`config.mk`:
```
export PLATFORM = sky130hd
export DESIGN_NAME = slc3_input_conditioner
export DESIGN_NICKNAME = d
export VERILOG_FILES = /design/src/rtl/slc3_input_pkg.sv /design/src/rtl/slc3_input_conditioner_btn_debounce.sv /design/src/rtl/slc3_input_conditioner.sv
export SDC_FILE = /design/constraint.sdc
export NUM_CORES = 1
export LEC_CHECK = 0
export ABC_AREA = 0
export CORE_MARGIN = 2
export CORE_UTILIZATION = 40
export DETAILED_ROUTE_END_ITERATION = 6
export PLACE_DENSITY_LB_ADDON = 0.05
export REMOVE_ABC_BUFFERS = 1
export SYNTH_ARGS = -nofsm -noshare
export SYNTH_HDL_FRONTEND = slang
export SYNTH_SLANG_ARGS = --single-unit
export TNS_END_PERCENT = 10
```
`constraint.sdc`:
```
create_clock -name Clk -period 2.8 [get_ports Clk]
set_input_delay 0.28 -clock Clk [delete_from_list [all_inputs] [get_ports Clk]]
set_output_delay 0.28 -clock Clk [all_outputs]
set_load 0.02 [all_outputs]
```
`src/rtl/slc3_input_pkg.sv`:
```
// Shared types and sizing helpers for the SLC-3 input conditioner.
package slc3_input_pkg;

   typedef enum logic [2:0] {
      IDLE,
      ARM,
      HELD,
      REPEAT,
      DISARM
   } btn_state_e;

   localparam int DEF_DEBOUNCE_CYCLES = 4;
   localparam int DEF_REPEAT_DELAY    = 8;
   localparam int DEF_REPEAT_PERIOD   = 3;

   function automatic int cnt_width(input int max_count);
      int w;
      w = $clog2(max_count + 1);
      if (w < 1) w = 1;
      return w;
   endfunction

endpackage

```
`src/rtl/slc3_input_conditioner_btn_debounce.sv`:
```
// One active-low button channel: 2-flop synchroniser, debounce/repeat FSM.
//
//   state  | meaning
//   IDLE   | released, waiting for a press
//   ARM    | press seen, counting stable pressed cycles
//   HELD   | press accepted, counting towards first repeat
//   REPEAT | auto-repeat running, one press pulse per period
//   DISARM | release seen, counting stable released cycles
module slc3_btn_debounce
   import slc3_input_pkg::*;
#(
   parameter int DEBOUNCE_CYCLES = DEF_DEBOUNCE_CYCLES,
   parameter bit REPEAT_EN       = 1'b0,
   parameter int REPEAT_DELAY    = DEF_REPEAT_DELAY,
   parameter int REPEAT_PERIOD   = DEF_REPEAT_PERIOD
) (
   input  logic Clk,
   input  logic Reset,
   input  logic btn_n,
   output logic level,
   output logic press_pulse,
   output logic release_pulse
);

   localparam int MAX_A   = (DEBOUNCE_CYCLES > REPEAT_DELAY) ? DEBOUNCE_CYCLES : REPEAT_DELAY;
   localparam int MAX_CNT = (MAX_A > REPEAT_PERIOD) ? MAX_A : REPEAT_PERIOD;
   localparam int CW      = cnt_width(MAX_CNT);

   localparam logic [CW-1:0] DEB_LAST = CW'(DEBOUNCE_CYCLES - 1);
   localparam logic [CW-1:0] DLY_LAST = CW'(REPEAT_DELAY - 1);
   localparam logic [CW-1:0] PER_LAST = CW'(REPEAT_PERIOD - 1);
   localparam logic [CW-1:0] CNT_MAX  = '1;

   logic          sync1, sync2;
   logic          p;
   btn_state_e    state_q, state_d;
   logic [CW-1:0] cnt_q, cnt_d;
   logic          level_d, press_d, release_d;

   // Synchronisers reset to released so no press is seen coming out of reset.
   always_ff @(posedge Clk) begin
      if (Reset) begin
         sync1 <= 1'b1;
         sync2 <= 1'b1;
      end else begin
         sync1 <= btn_n;
         sync2 <= sync1;
      end
   end

   assign p = ~sync2;

   always_ff @(posedge Clk) begin
      if (Reset) begin
         state_q       <= IDLE;
         cnt_q         <= '0;
         level         <= 1'b0;
         press_pulse   <= 1'b0;
         release_pulse <= 1'b0;
      end else begin
         state_q       <= state_d;
         cnt_q         <= cnt_d;
         level         <= level_d;
         press_pulse   <= press_d;
         release_pulse <= release_d;
      end
   end

   always_comb begin
      state_d   = state_q;
      cnt_d     = cnt_q;
      level_d   = level;
      press_d   = 1'b0;
      release_d = 1'b0;
      case (state_q)
         IDLE: begin
            if (p) begin
               state_d = ARM;
               cnt_d   = '0;
            end
         end
         ARM: begin
            if (!p) begin
               state_d = IDLE;
               cnt_d   = '0;
            end else if (cnt_q == DEB_LAST) begin
               state_d = HELD;
               cnt_d   = '0;
               level_d = 1'b1;
               press_d = 1'b1;
            end else begin
               cnt_d = cnt_q + CW'(1);
            end
         end
         HELD: begin
            if (!p) begin
               state_d = DISARM;
               cnt_d   = '0;
            end else if (REPEAT_EN && (cnt_q == DLY_LAST)) begin
               state_d = REPEAT;
               cnt_d   = '0;
               press_d = 1'b1;
            end else if (cnt_q != CNT_MAX) begin
               cnt_d = cnt_q + CW'(1);
            end
         end
         REPEAT: begin
            if (!p) begin
               state_d = DISARM;
               cnt_d   = '0;
            end else if (cnt_q == PER_LAST) begin
               cnt_d   = '0;
               press_d = 1'b1;
            end else begin
               cnt_d = cnt_q + CW'(1);
            end
         end
         DISARM: begin
            if (p) begin
               state_d = HELD;
               cnt_d   = '0;
            end else if (cnt_q == DEB_LAST) begin
               state_d   = IDLE;
               cnt_d     = '0;
               level_d   = 1'b0;
               release_d = 1'b1;
            end else begin
               cnt_d = cnt_q + CW'(1);
            end
         end
         default: begin
            state_d = IDLE;
            cnt_d   = '0;
         end
      endcase
   end

endmodule

```
`src/rtl/slc3_input_conditioner.sv`:
```
// SLC-3 board input front end: per-button debounce channels plus switch sync.
module slc3_input_conditioner
   import slc3_input_pkg::*;
#(
   parameter int NUM_BTN         = 2,
   parameter int SW_WIDTH        = 16,
   parameter int DEBOUNCE_CYCLES = DEF_DEBOUNCE_CYCLES,
   parameter bit REPEAT_EN       = 1'b0,
   parameter int REPEAT_DELAY    = DEF_REPEAT_DELAY,
   parameter int REPEAT_PERIOD   = DEF_REPEAT_PERIOD
) (
   input  logic                Clk,
   input  logic                Reset,
   input  logic [NUM_BTN-1:0]  btn_n,
   input  logic [SW_WIDTH-1:0] sw_raw,
   output logic [NUM_BTN-1:0]  btn_level,
   output logic [NUM_BTN-1:0]  btn_press,
   output logic [NUM_BTN-1:0]  btn_release,
   output logic [SW_WIDTH-1:0] sw_sync,
   output logic                sw_changed
);

   logic [SW_WIDTH-1:0] sw_meta;
   logic [SW_WIDTH-1:0] sw_prev;

   for (genvar i = 0; i < NUM_BTN; i++) begin : g_btn
      slc3_btn_debounce #(
         .DEBOUNCE_CYCLES (DEBOUNCE_CYCLES),
         .REPEAT_EN       (REPEAT_EN),
         .REPEAT_DELAY    (REPEAT_DELAY),
         .REPEAT_PERIOD   (REPEAT_PERIOD)
      ) u_btn (
         .Clk           (Clk),
         .Reset         (Reset),
         .btn_n         (btn_n[i]),
         .level         (btn_level[i]),
         .press_pulse   (btn_press[i]),
         .release_pulse (btn_release[i])
      );
   end

   // Switches are level inputs: synchronise only, flag any change for one cycle.
   always_ff @(posedge Clk) begin
      if (Reset) begin
         sw_meta    <= '0;
         sw_sync    <= '0;
         sw_prev    <= '0;
         sw_changed <= 1'b0;
      end else begin
         sw_meta    <= sw_raw;
         sw_sync    <= sw_meta;
         sw_prev    <= sw_sync;
         sw_changed <= (sw_sync != sw_prev);
      end
   end

endmodule

```
==> results of run 1 <==
## per-stage QoR
step	instance area (um^2)	instances
floorplan	2710	255
global route	3460	411
finish	3460	411
CTS	3460	411
detailed placement	3260	395
global placement	3260	395
## flip-flops by register name (all words and copies together) (netlist names)
signal                     count
g_btn.u_btn.state_q            6
g_btn.u_btn.cnt_q              8
sw_meta                       16
sw_prev                       16
g_btn.u_btn.press_pulse        2
g_btn.u_btn.release_pulse      2
sw_changed                     1
sw_sync                       16
g_btn.u_btn.level              2
g_btn.u_btn.sync1              2
g_btn.u_btn.sync2              2
## cells in the mapped netlist (3+ instances only)
cell      count  area (um^2)
nand2_1      11         41.3
nor3b_1       3         22.5
dfxtp_1      73         1460
ha_1          4         50.1
o211ai_1      3         22.5
inv_1         6         22.5
nor4_1        8         50.1
a211oi_1      6         45.0
nor3_1        6         30.0
o22ai_1       3         18.8
clkbuf_1      8         30.0
or2_2         4         25.0
and3_1        3         18.8
nor2b_1      53          332
a21oi_1      12         60.1
xor2_1       16          140
buf_2         6         30.0
nor2_1        5         18.8
nor4b_2       5         75.1
buf_4         6         45.0
nand3_1       3         15.0
a31oi_1       3         18.8
## cell type report
type	instances	area (um^2)	area share
clock buffers	10	128	0.0369
repair buffers	44	430	0.125
multi-input cells	176	1230	0.355
flip-flops and latches	73	1460	0.423
clock inverters	6	67.6	0.0195
inverters	6	22.5	0.00651
well taps	96	120	0.0347
## cells in the final DEF (no fill, tap or decap), types with 2 or more instances in the layout
cell and instances:
inv_1 6, nor3_1 6, a211oi_1 6, a31oi_1 3
and3b_1 2, or3b_1 2, nand2b_1 2, nor2b_1 53
nor4b_2 5, o211ai_1 3, clkinvlp_4 2, ha_1 4
a21o_1 2, nor3b_1 3, clkbuf_8 9, nand3_1 3
nor4_1 8, or4b_1 2, a21oi_1 12, and3_1 3
nand2_1 11, buf_4 2, nand4bb_1 2, nor2_1 5
or2_2 4, clkdlybuf4s50_1 41, mux2i_1 2, o22ai_1 3
dfxtp_1 73, xor2_1 16
## worst reg2reg max path, stage by stage, from the launching register on
cell and delay (ns):
dfxtp_1 0.40, ha_1 0.24, nor3b_1 0.53, o32ai_1 0.25, o21ai_0 0.22, a21oi_1 0.09
## worst paths after layout
kind              cells past startpoint  slack (ns)                       to               startpoint
hold reg to reg                       1        0.41     g_btn[1].u_btn.sync2     g_btn[1].u_btn.sync1
setup reg to reg                      5        0.95  g_btn[0].u_btn.cnt_q[0]  g_btn[0].u_btn.cnt_q[0]
setup / recovery                      5        0.95  g_btn[0].u_btn.cnt_q[0]  g_btn[0].u_btn.cnt_q[0]
hold / removal                        2        0.41              sw_sync[13]                    Reset
## logic make-up (layout without fill, tap and decap cells)
| family | Yosys count | in the layout | synth area share |
|---|---|---|---|
| AOI/OAI and AO/OA | 38 | 38 | 0.0900 |
| xor gates and xnor gates | 17 | 17 | 0.0528 |
| adders and majority gates | 4 | 4 | 0.0177 |
| buffers and inverters | 27 | 66 | 0.0470 |
| DFF | 73 | 73 | 0.518 |
| muxes | 2 | 2 | 0.00710 |
| and+or+nand+nor | 115 | 115 | 0.267 |
## power breakdown
group | switching (W) | internal (W) | leakage [nW]
Clock | 0.000382 | 0.000415 | 0.0929
Sequential | 0.0000185 | 0.00107 | 0.598
Combinational | 0.0000590 | 0.0000756 | 0.649
Total | 0.000460 | 0.00156 | 1.34
## per-layer routing
metal,vias up,part of all wire
li1,1005,-
met1,849,0.49
met2,31,0.45
met3,6,0.042
met4,0,0.016
met5,-,0
==> impl_results.md, run 1 <==
* Outcome: complete, no violations
* Syn_area_per_cell at between 10 and 15 um^2
* RSZ-0062 raised after global routing: no
* Gates resized, CTS repair at 0
* H-tree level count at 3
* Vias in the first global route at 1,704
* DRT iter0 DRCs at 42
* Die area at 7740 um^2
* Placer Congestion at 0.782
* CP Data Required Time at 3.00 ns
* Worst-Margin Slew at 0.589 ns
* Synth unique cells at 44
* Final Cycle Share at 0.661
* Post-Syn Area at 2820 um^2
* Leakage at 1.34 nW
* CP bufs+invs at 0
* Rel. slew slack at 0.606
* Antenna violations before repair at 0
* Post-DR wirelength/cell at 11.4 um
* WP data arrival at 2.05 ns
* Die span in y at around 88 um
* CTS Hold Bufs at 0
* Cell Chain, Critical Path: ha_1 > nor3b_1 > o32ai_1 > o21ai_0 > a21oi_1
* Slowest stage cell, crit path: nor3b_1
* Setup tns final at 0 ns
* Critical path class: reg -> reg
* Root buffer cell: clkbuf_8
* CTS Buf Count at 9
* Setup violators final at 0
* Initial core utilization at 0.415
* Drt pass-1 iters at 4
* FMAX at 0.540 GHz
* Power per standard cell area at slightly below 600 nW/um^2
* Gr ovfl total at 0
* CTS tree: done
* Clock Path Buffers at 2
* Worst hold margin at 0.410 ns
* Utilization after layout at 0.509
* Seq cells post-synth at 73
* Die Wd at 88.0 um
* Global routing usage on met2 at 0.205
* Vias/cell at 4.60
* Global-route wire length before repair at 7740 um
* Post-detailed-placement half-perimeter wirelength at 3190 um
* Total wire length at roughly 4700 um
* CP Capture Type: register
* Top Ports at 43
* Met3 GRT Util at 0.0481
* Sequential share of the synthesized area at 0.518
* Largest net degree at the start of global routing at 31
* Critical path launch point type: register
* Final Net Count at 334
* Minimum clock period after layout at roughly 1.9 ns
* Total track usage at 0.131
* DRC violations left at 0
* Final Power at 0.00202 W
* ANT cells at 0
* Crit-path max FO at 5
* I/O Buffers at 42
* Dpl ws at roughly 0.98 ns
* Yosys warns at 0
* Layout cells sized above 1 at 0.0984
* Final antenna-violating net count at 0
* Maxcap violations at 0
* Setup Skew at between 0.009 and 0.01 ns
* CTS clock-pin slew for the worst setup and hold paths at around 0.08 ns
* Count of final hold-check violations at 0
* Met1 GRT Util at 0.161
* Fillers at approximately 640
* Clk sink count at between 70 and 80
* Max Slew Vio Count at 0
* Post-CTS Setup Inserts at 0
* Post-synth EDFFs at 0
* Tightest Hold Check Type: in -> reg
* Synth Instances at 276
* Placeable Area at 6790 um^2
* # rows at 30
* Largest stage delay on the critical path at 0.53 ns
* Worst-skew pair later-pin latency at approximately 0.33 ns
* Via Count at roughly 1,900
* Crit path max-delay family: compound AO/OA/AOI/OAI gates
* Crit path setup slack, layout at 0.950 ns
* Maximum vdd drop at 0.306 mV
* FFs w/ async S/R, synth at 0
* Area Growth Syn to Fin at 22.5%
* Gr busiest metal: met2
* Primary FF master, synth: dfxtp_1
Power figures use the tool's default switching activity.
==> run 2, diff against run 1 <==
Clock period 2.8 ns to 1.9 ns, I/O delays scaled along.
==> run 2 against run 1 <==
Effect of this change: utilization grew 0.31 points; highest routed layer unchanged; sequential power grew 48%; sequential cell count is the same; critical path depth is the same; hold slack lost 0.11 ns; clock skew shrank 0.0037 ns; fmax grew 14%.
==> impl_results.md, run 2 (synthesized netlist as in run 1, its figures left out) <==
* Vias in the first global route at 1,693 (was 1,704)
* Die area at 7740 um^2 (unchanged)
* Hold path depth at 2 (unchanged)
* Total track usage at 0.137 (was 0.131)
* Drt pass-1 iters at 4 (unchanged)
* DRT iter0 DRCs at 34 (was 42)
* Post-detailed-placement half-perimeter wirelength at 3160 um (was 3190 um)
* Layout cells sized above 1 at 0.107 (was 0.0984)
* Global-route wire length before repair at 8000 um (was 7740 um)
* Utilization after layout at 0.512 (was 0.509)
* FF-to-FF path depth at 5 (unchanged)
* Tightest Hold Check Type: in -> reg (unchanged)
* CTS clock-pin slew for the worst setup and hold paths at 0.07 ns (was 0.08 ns)
* Antenna violations before repair at 0 (unchanged)
* Crit path max-delay family: simple AND/OR/NAND/NOR gates (was compound AO/OA/AOI/OAI gates)
* Final Net Count at 337 (was 334)
* Critical path launch point type: register (unchanged)
* Area Growth Syn to Fin at 23.3% (was 22.5%)
* Crit-path max FO at 5 (unchanged)
* Final antenna-violating net count at 0 (unchanged)
* Largest stage delay on the critical path at 0.43 ns (was 0.53 ns)
* Hold endpoint: sw_prev[3] (was sw_sync[13])
* Setup Skew at 0.00627 ns (was 0.00999 ns)
* R2R Path Start: g_btn[1].u_btn.cnt_q[1] (was g_btn[0].u_btn.cnt_q[0])
* Initial core utilization at 0.415 (unchanged)
* Cell Chain, Critical Path: ha_1 > or3b_1 > nor3_2 > a21oi_1 > a211oi_1 (was ha_1 > nor3b_1 > o32ai_1 > o21ai_0 > a21oi_1)
* Placer Congestion at 0.806 (was 0.782)
* Hold_sp: Reset (unchanged)
* Critical path class: reg -> reg (unchanged)
* Minimum clock period after layout at 1.63 ns (was 1.85 ns)
* H-tree level count at 3 (unchanged)
* WP data arrival at 1.89 ns (was 2.05 ns)
* Final Cycle Share at 0.857 (was 0.661)
* Most frequent cells in the layout: 73 x dfxtp_1, 53 x nor2b_1, 41 x clkdlybuf4s50_1, 16 x xor2_1, 12 x a21oi_1 (unchanged)
* Placeable Area at 6790 um^2 (unchanged)
* Crit path setup slack, layout at 0.272 ns (was 0.950 ns)
* Commonest non-fill, non-tap cell in the layout: dfxtp_1 (unchanged)
* Largest net degree at the start of global routing at 30 (was 31)
* ANT cells at 0 (unchanged)
* Max Slew Vio Count at 0 (unchanged)
* Via Count at 1,933 (was 1,891)
* # rows at 30 (unchanged)
* Total wire length at 4770 um (was 4680 um)
* CP Capture Type: register (unchanged)
* Rel. slew slack at 0.634 (was 0.606)
* Post-DR wirelength/cell at 11.5 um (was 11.4 um)
* Gates resized, CTS repair at 0 (unchanged)
* FMAX at 0.614 GHz (was 0.540 GHz)
* Slowest stage cell, crit path: or3b_1 (was nor3b_1)
* Maxcap violations at 0 (unchanged)
* Die span in y at 88.0 um (unchanged)
* Root buffer cell: clkbuf_8 (unchanged)
* CTS Hold Bufs at 0 (unchanged)
* Power per standard cell area at 860 nW/um^2 (was 585 nW/um^2)
* DRC violations left at 0 (unchanged)
* CP Data Required Time at 2.16 ns (was 3.00 ns)
* FF-to-FF End: g_btn[1].u_btn.level (was g_btn[0].u_btn.cnt_q[0])
* Leakage at 1.36 nW (was 1.34 nW)
* Worst-skew pair later-pin latency at 0.34 ns (was 0.33 ns)
* I/O Buffers at 42 (unchanged)
* Outcome: complete, no violations (unchanged)
* Dpl ws at 0.294 ns (was 0.981 ns)
* Gr ovfl total at 0 (unchanged)
* Maximum vdd drop at 0.602 mV (was 0.306 mV)
* Clock Path Buffers at 2 (unchanged)
* CTS Buf Count at 9 (unchanged)
* CP bufs+invs at 0 (unchanged)
* Post-CTS Setup Inserts at 0 (unchanged)
* Largest registers: sw_meta x16, sw_prev x16, sw_sync x16 (unchanged)
* Reg2Reg Setup Slack at 0.27 ns (was 0.95 ns)
* RSZ-0062 raised after global routing: no (unchanged)
* Clk sink count at 73 (unchanged)
* Die Wd at 88.0 um (unchanged)
* Vias/cell at 4.68 (was 4.60)
* Setup violators final at 0 (unchanged)
* Count of final hold-check violations at 0 (unchanged)
* CTS tree: done (unchanged)
* Top Ports at 43 (unchanged)
* Setup tns final at 0 ns (unchanged)
* Worst-Margin Slew at 0.548 ns (was 0.589 ns)
run 2: worst max-delay path by stage:
stage / from / to / slack (ns) / depth (start not counted)
floorplan: g_btn[0].u_btn.cnt_q[0] / g_btn[0].u_btn.cnt_q[2] / 0.35 / 5
global placement: g_btn[0].u_btn.cnt_q[0] / g_btn[0].u_btn.cnt_q[0] / 0.31 / 6
detailed placement: g_btn[1].u_btn.cnt_q[1] / g_btn[1].u_btn.level / 0.29 / 5
CTS: g_btn[1].u_btn.cnt_q[1] / g_btn[1].u_btn.level / 0.26 / 5
global route: g_btn[1].u_btn.cnt_q[1] / g_btn[1].u_btn.press_pulse / 0.11 / 5
finish: g_btn[1].u_btn.cnt_q[1] / g_btn[1].u_btn.level / 0.27 / 5
run 2: layout make-up:
| class | instances | area [um^2] |
|---|---|---|
| clock inverters | 5 | 56.3 |
| inverters | 6 | 22.5 |
| well taps | 96 | 120 |
| multi-input cells | 176 | 1230 |
| repair buffers | 47 | 453 |
| clock buffers | 10 | 138 |
| flip-flops and latches | 73 | 1460 |
| fillers | 641 | 3320 |
run 2: routing by layer:
layer | share of wire | track usage
met1 | 0.49 | 0.172
met2 | 0.45 | 0.201
met3 | 0.053 | 0.0650
met4 | 0.012 | 0.0587
met5 | 0 | 0
run 2: where the power goes:
| group | switching [W] | internal, W | total (W) |
|---|---|---|---|
| Combinational | 0.0000881 | 0.000113 | 0.000201 |
| Clock | 0.000553 | 0.000632 | 0.00119 |
| Sequential | 0.0000268 | 0.00158 | 0.00161 |
| Total | 0.000668 | 0.00232 | 0.00299 |
run 2: metrics by stage:
step           instance area (um^2)  cells  hold slack, ns  power (W)
2_1_floorplan                  2710    255           0.259    0.00173
3_3_place_gp                   3280    398           0.392    0.00185
3_5_place_dp                   3280    398           0.397    0.00185
4_1_cts                        3480    413           0.308    0.00305
5_1_grt                        3480    413           0.337    0.00314
6_report                       3480    413           0.303    0.00299
==> run 3, diff against run 2 <==
Settings changed: CAP_MARGIN set to 40.
==> results of run 3 <==
The final DEF is identical to that of run 2; final timing and power are the same.
